`config.mk`:
```
export PLATFORM = sky130hd
export DESIGN_NAME = request_cnt
export DESIGN_NICKNAME = d
export VERILOG_FILES = /design/src/rtl/request_cnt_pkg.sv /design/src/rtl/rx_edge.sv /design/src/rtl/request_cnt.sv
export SDC_FILE = /design/constraint.sdc
export NUM_CORES = 1
export LEC_CHECK = 0
export BUFFER_PORTS_ARGS = -buffer_cell sky130_fd_sc_hd__buf_2
export CORE_MARGIN = 5
export CORE_UTILIZATION = 46
export CTS_CLUSTER_DIAMETER = 60
export DETAILED_ROUTE_END_ITERATION = 10
export PLACE_DENSITY = 0.68
export SKIP_CTS_REPAIR_TIMING = 1
export SLEW_MARGIN = 30
export SYNTH_ARGS = -nofsm -noshare
export SYNTH_HDL_FRONTEND = slang
export SYNTH_HIERARCHICAL = 1
export SYNTH_SLANG_ARGS = --single-unit
export TNS_END_PERCENT = 50
```
`constraint.sdc`:
```
create_clock -name clk -period 2.4 [get_ports clk]
set_input_delay 0.24 -clock clk [delete_from_list [all_inputs] [get_ports clk]]
set_output_delay 0.24 -clock clk [all_outputs]
set_load 0.005 [all_outputs]
```
`src/rtl/request_cnt_pkg.sv`:
```
// request_cnt_pkg: state encoding and default constants shared by request_cnt
package request_cnt_pkg;
  typedef enum logic [2:0] {
    IDLE    = 3'd0,
    SEND    = 3'd1,
    WAIT_TX = 3'd2,
    RECV    = 3'd3,
    DONE    = 3'd4
  } state_e;
  localparam int unsigned TIMEOUT_CYCLES_DEF = 100000;
endpackage

```
`src/rtl/rx_edge.sv`:
```
// rx_edge: registered rising-edge detector for the rx_ready level
//   clk        : rising-edge clock
//   rst        : asynchronous active-high reset, history forced high
//   rx_ready_i : level input
//   rise_o     : high for the cycle where rx_ready_i is 1 and was 0 last cycle
module rx_edge (
  input  logic clk,
  input  logic rst,
  input  logic rx_ready_i,
  output logic rise_o
);
  logic prev_q;
  // history resets high so a level already present at reset is not a new byte
  always_ff @(posedge clk or posedge rst)
    if (rst) prev_q <= 1'b1;
    else prev_q <= rx_ready_i;
  assign rise_o = rx_ready_i & ~prev_q;
endmodule

```
`src/rtl/request_cnt.sv`:
```
// request_cnt: sends a byte count over UART, checks the returned 0,1,2,... sequence
//   clk, reset              : rising-edge clock, asynchronous active-high reset
//   activate                : level request to run one transaction
//   count_in                : number of bytes to request
//   tx_active, tx_done      : transmitter busy level and byte-finished strobe
//   tx_data, tx_start       : byte to transmit and its one-cycle start strobe
//   rx_ready, rx_data       : received byte valid level and value
//   done                    : transaction finished, held until activate drops
//   error, err_count        : mismatch/timeout flag and saturating mismatch count
//   timeout                 : inter-byte timeout abort
// Optional: define REQUEST_CNT_TIMEOUT_EN to enable the TIMEOUT_CYCLES inter-byte timeout.
module request_cnt
  import request_cnt_pkg::*;
#(
  parameter int unsigned TIMEOUT_CYCLES = TIMEOUT_CYCLES_DEF
) (
  input  logic       clk,
  input  logic       reset,
  input  logic       activate,
  input  logic [7:0] count_in,
  output logic       done,
  output logic       error,
  output logic [7:0] err_count,
  output logic       timeout,
  input  logic       tx_active,
  input  logic       tx_done,
  input  logic       rx_ready,
  input  logic [7:0] rx_data,
  output logic [7:0] tx_data,
  output logic       tx_start
);
  state_e     state_q;
  logic [7:0] cnt_q;
  logic [7:0] exp_q;
  logic [7:0] err_count_q;
  logic [7:0] err_count_d;
  logic [7:0] tx_data_q;
  logic       done_q;
  logic       error_q;
  logic       tx_start_q;
  logic       rise;
  logic       mismatch;
  logic       last;
  rx_edge u_rx_edge (
    .clk        (clk),
    .rst        (reset),
    .rx_ready_i (rx_ready),
    .rise_o     (rise)
  );
  assign mismatch    = rx_data != exp_q;
  assign last        = exp_q == cnt_q - 8'd1;
  assign err_count_d = err_count_q == 8'hFF ? 8'hFF : err_count_q + 8'd1;
`ifdef REQUEST_CNT_TIMEOUT_EN
  localparam int unsigned TW = $clog2(TIMEOUT_CYCLES + 1);
  logic [TW-1:0] timer_q;
  logic          timeout_q;
  logic          expired;
  assign expired = timer_q == TW'(TIMEOUT_CYCLES - 1);
  assign timeout = timeout_q;
`else
  assign timeout = 1'b0 & (TIMEOUT_CYCLES == 0);
`endif
  always_ff @(posedge clk or posedge reset) begin
    if (reset) begin
      state_q     <= IDLE;
      cnt_q       <= 8'd0;
      exp_q       <= 8'd0;
      err_count_q <= 8'd0;
      tx_data_q   <= 8'd0;
      done_q      <= 1'b0;
      error_q     <= 1'b0;
      tx_start_q  <= 1'b0;
`ifdef REQUEST_CNT_TIMEOUT_EN
      timer_q     <= '0;
      timeout_q   <= 1'b0;
`endif
    end else begin
      tx_start_q <= 1'b0;
      case (state_q)
        IDLE:
          if (activate && !rx_ready) begin
            state_q     <= SEND;
            cnt_q       <= count_in;
            exp_q       <= 8'd0;
            err_count_q <= 8'd0;
            error_q     <= 1'b0;
`ifdef REQUEST_CNT_TIMEOUT_EN
            timeout_q   <= 1'b0;
`endif
          end
        SEND:
          if (!tx_active) begin
            tx_data_q  <= cnt_q;
            tx_start_q <= 1'b1;
            state_q    <= WAIT_TX;
          end
        WAIT_TX:
          if (tx_done) begin
            state_q <= cnt_q == 8'd0 ? DONE : RECV;
            done_q  <= cnt_q == 8'd0;
`ifdef REQUEST_CNT_TIMEOUT_EN
            timer_q <= '0;
`endif
          end
        RECV:
          if (rise) begin
            exp_q <= exp_q + 8'd1;
            if (mismatch) begin
              err_count_q <= err_count_d;
              error_q     <= 1'b1;
            end
            if (last) begin
              state_q <= DONE;
              done_q  <= 1'b1;
            end
`ifdef REQUEST_CNT_TIMEOUT_EN
            timer_q <= '0;
          end else if (expired) begin
            timeout_q <= 1'b1;
            error_q   <= 1'b1;
            state_q   <= DONE;
            done_q    <= 1'b1;
          end else begin
            timer_q <= timer_q + 1'b1;
`endif
          end
        DONE:
          if (!activate && !rx_ready && !tx_active) begin
            state_q <= IDLE;
            done_q  <= 1'b0;
          end
        default: begin
          state_q <= IDLE;
          done_q  <= 1'b0;
        end
      endcase
    end
  end
  assign done      = done_q;
  assign error     = error_q;
  assign err_count = err_count_q;
  assign tx_data   = tx_data_q;
  assign tx_start  = tx_start_q;
endmodule
```
==> results.md <==
* Via-to-Cell Ratio at about 5.5
* Final Cell Area at 0.00268 sq mm
* Commonest non-fill, non-tap cells in the layout: buf_2, dfrtp_1, nand2_1
* Max H-tree Level at 2
* Area Growth Syn to Fin at 15.7%
* Global-route wire length before repair at between 8000 and 9000 um
* Boundary Pins at 42
* Setup crit start: cnt_q[0]$_DFFE_PP0P_
* Total GRT Usage at 0.171
* Worst r2r dst: state_q[2]$_DFFE_PP0P_
* Worst path cell trace: inv_1, ha_1, o21ba_1, a221o_1, and2_4, or4_1, o21ai_0
* Initial drt markers at 109
* Top delay family on crit path: simple AND/OR/NAND/NOR gates
* Bufs on Longest Clock Path at 2
* Max Fclk at ~470 MHz
* WP data required at roughly 2.6 ns
* Share of cells above drive strength 1 at 0.255
* Worst Skew at ~0.0036 ns
* Die area at ~0.0065 sq mm
* Worst Max-Slew Pin Slew at just under 0.6 ns
* Number of flops mapped to enable cells by yosys at 0
* HPWL after DPL at ~3700 um
* R2r startpoint: cnt_q[0]$_DFFE_PP0P_
* Post-synth top flop: dfrtp_1
* Clk network pwr share at 0.214
* Total negative slack at 0 ns
* Status: finished, final reports clean
* Sequential share of the synthesized area at 0.422
* Final setup fails at 0
* Die Y at roughly 80 um
* Sw power at 0.000800 W
* Slowest stage delay, CP at 0.51 ns
* Post-synth cell types at 53
* Leak at ~1.3 nW
* Worst setup SP type: flip-flop
* Worst path arrival time at 2.33 ns
* Clock period minus final worst setup slack at 2.12 ns
* Sequential share of power at 0.453
* Hold crit path type: in2reg
* Residual DRC at 0
* GP Congestion at between 0.8 and 0.9
* Cells after Synth at 242
* Cell Area, Placed at between 0.002 and 0.003 sq mm
* Cell Area, Synth at between 0.002 and 0.0025 sq mm
* CTS sink cnt at 39
* Core area at 0.00482 sq mm
* Diodes inserted at 0
* Critical path's slowest cell: or4_1
* Commonest non-fill, non-tap cell in the layout: buf_2
* Post-synth ARST share at 1.00
* Worst-Skew Late Latency at just under 0.3 ns
* Synth Warn # at 6
* Sw Share at 0.351
* Total CTS buffers at 5
* Die X at about 81 um
* Initial antenna violation count at 0
* Period utilization at 0.883
* VDD IR-drop max at ~0.38 mV
* Pint at 0.00148 W
* Slew headroom at 0.615
* Initial core utilization at 0.480
* WP buf/inv at 1
* Overflow after GRT at 0
* Crit Path Class: reg2reg
* WL/cell at between 10 and 15 um
* Final layout net count at approximately 310
* Post-Syn Nets at between 200 and 300
* Power density over the cells at ~850 mW/mm^2
* Final Hold Vio Count at 0
* Core Rows at 25
* Final antenna-violating net count at 0
* Drt pass-1 iters at 4
* DR vias at slightly below 2000
* RSZ-0062 raised after global routing: no
* Port bufs at 40
* #FFs+latches synth at 39
* Comb pwr share at 0.332
* Largest net degree at the start of global routing at 39
* CTS root buffer: clkbuf_8
* CTS tree: built
* Crit path depth at 7
* FF-to-FF setup slack at between 0.2 and 0.3 ns
* Max FO, Critical Path at 4
* Max-capacitance violation count at 0
* CP Capture Type: flip-flop
* Number of global-route vias before repair at 1846
* Reg2reg path depth at 7
* Routed WL at roughly 5200 um
* Clk slew on worst S/H paths at around 0.070 ns
* Slew Viols, Final at 0
* Crit path capture: state_q[2]$_DFFE_PP0P_
* Post-Syn Area per Cell at roughly 9.6 sq um
worst reg2reg max path, delay by kind of cell, from the launching register on:
family / cells / cell delay (ns)
DFF: 1 / 0.42
AOI/OAI and AO/OA: 3 / 0.62
and+or+nand+nor: 2 / 0.66
buffers and inverters: 1 / 0.09
adders and majority gates: 1 / 0.25
power by group through the flow:
stage          registers, W  logic, W  clock network (W)
2_1_floorplan      0.000972  0.000613                  0
3_3_place_gp        0.00104  0.000748                  0
3_5_place_dp        0.00105  0.000760                  0
4_1_cts             0.00103  0.000765           0.000508
5_1_grt             0.00107  0.000850           0.000536
6_report            0.00103  0.000757           0.000489
sequential cells by signal, summed over array words and instances (netlist names):
signal / cells
cnt_q: 8
done: 1
err_count: 8
error: 1
exp_q: 8
state_q: 3
tx_data: 8
tx_start: 1
u_rx_edge/prev_q: 1
stage by stage:
step | setup WS, ns | hold slack, ns | total power [W] | cells | util
floorplan | 0.409 | 0.130 | 0.00159 | 242 | -
global placement | 0.357 | 0.245 | 0.00179 | 344 | 0.533
detailed placement | 0.303 | 0.250 | 0.00181 | 344 | 0.533
CTS | 0.282 | -0.0655 | 0.00231 | 352 | 0.554
global route | 0.149 | 0.0674 | 0.00246 | 353 | 0.556
finish | 0.282 | 0.0819 | 0.00228 | 353 | 0.556
routing by layer:
layer | wire, um | vias to the layer above | global-route usage
met5 | 0 | - | 0
met4 | 68 | 0 | 0.0557
met3 | 216 | 7 | 0.0355
met2 | 2430 | 39 | 0.277
met1 | 2440 | 936 | 0.228
li1 | - | 954 | -
cell usage after synthesis (all sizes together), types with 3 or more instances:
cell,number,area share
nand3,8,0.017
nor3,8,0.022
buf,8,0.029
nor4,3,0.015
nor2,13,0.021
clkbuf,4,0.0070
xnor2,6,0.023
inv,9,0.015
a31oi,6,0.016
o22ai,3,0.0081
nand4,4,0.011
and3,9,0.024
nand2,28,0.047
o21ai,11,0.024
mux2,9,0.044
xor2,16,0.061
o22a,6,0.023
a21oi,16,0.035
dfrtp,38,0.41
ha,4,0.022
cell type report:
type                       count  area, sq um
tap                           67         83.8
fill                         471         2140
timing repair buffer          48          263
multi-input combinational    182         1220
sequential                    39          977
clock buffer                   8          100
inverter                       9         33.8
worst min-delay path by stage:
stage / start / to / slack (ns) / depth (start not counted)
floorplan: reset / u_rx_edge/prev_q$_DFF_PP1_ / 0.13 / 1
global placement: reset / u_rx_edge/prev_q$_DFF_PP1_ / 0.25 / 2
detailed placement: reset / u_rx_edge/prev_q$_DFF_PP1_ / 0.25 / 2
CTS: reset / u_rx_edge/prev_q$_DFF_PP1_ / -0.07 / 2
global route: rx_ready / u_rx_edge/prev_q$_DFF_PP1_ / 0.07 / 1
finish: rx_ready / u_rx_edge/prev_q$_DFF_PP1_ / 0.08 / 1
logic make-up after synthesis:
logic type                 count (synthesis)  share of synthesized area
muxes                                      9                     0.0438
and+or+nand+nor                           91                      0.222
AOI/OAI and AO/OA                         55                      0.155
buffers and inverters                     21                     0.0508
adders and majority gates                  4                     0.0216
other                                      1                    0.00162
xor gates and xnor gates                  22                     0.0833
DFF                                       39                      0.422
(Power assumes the default switching activity.)
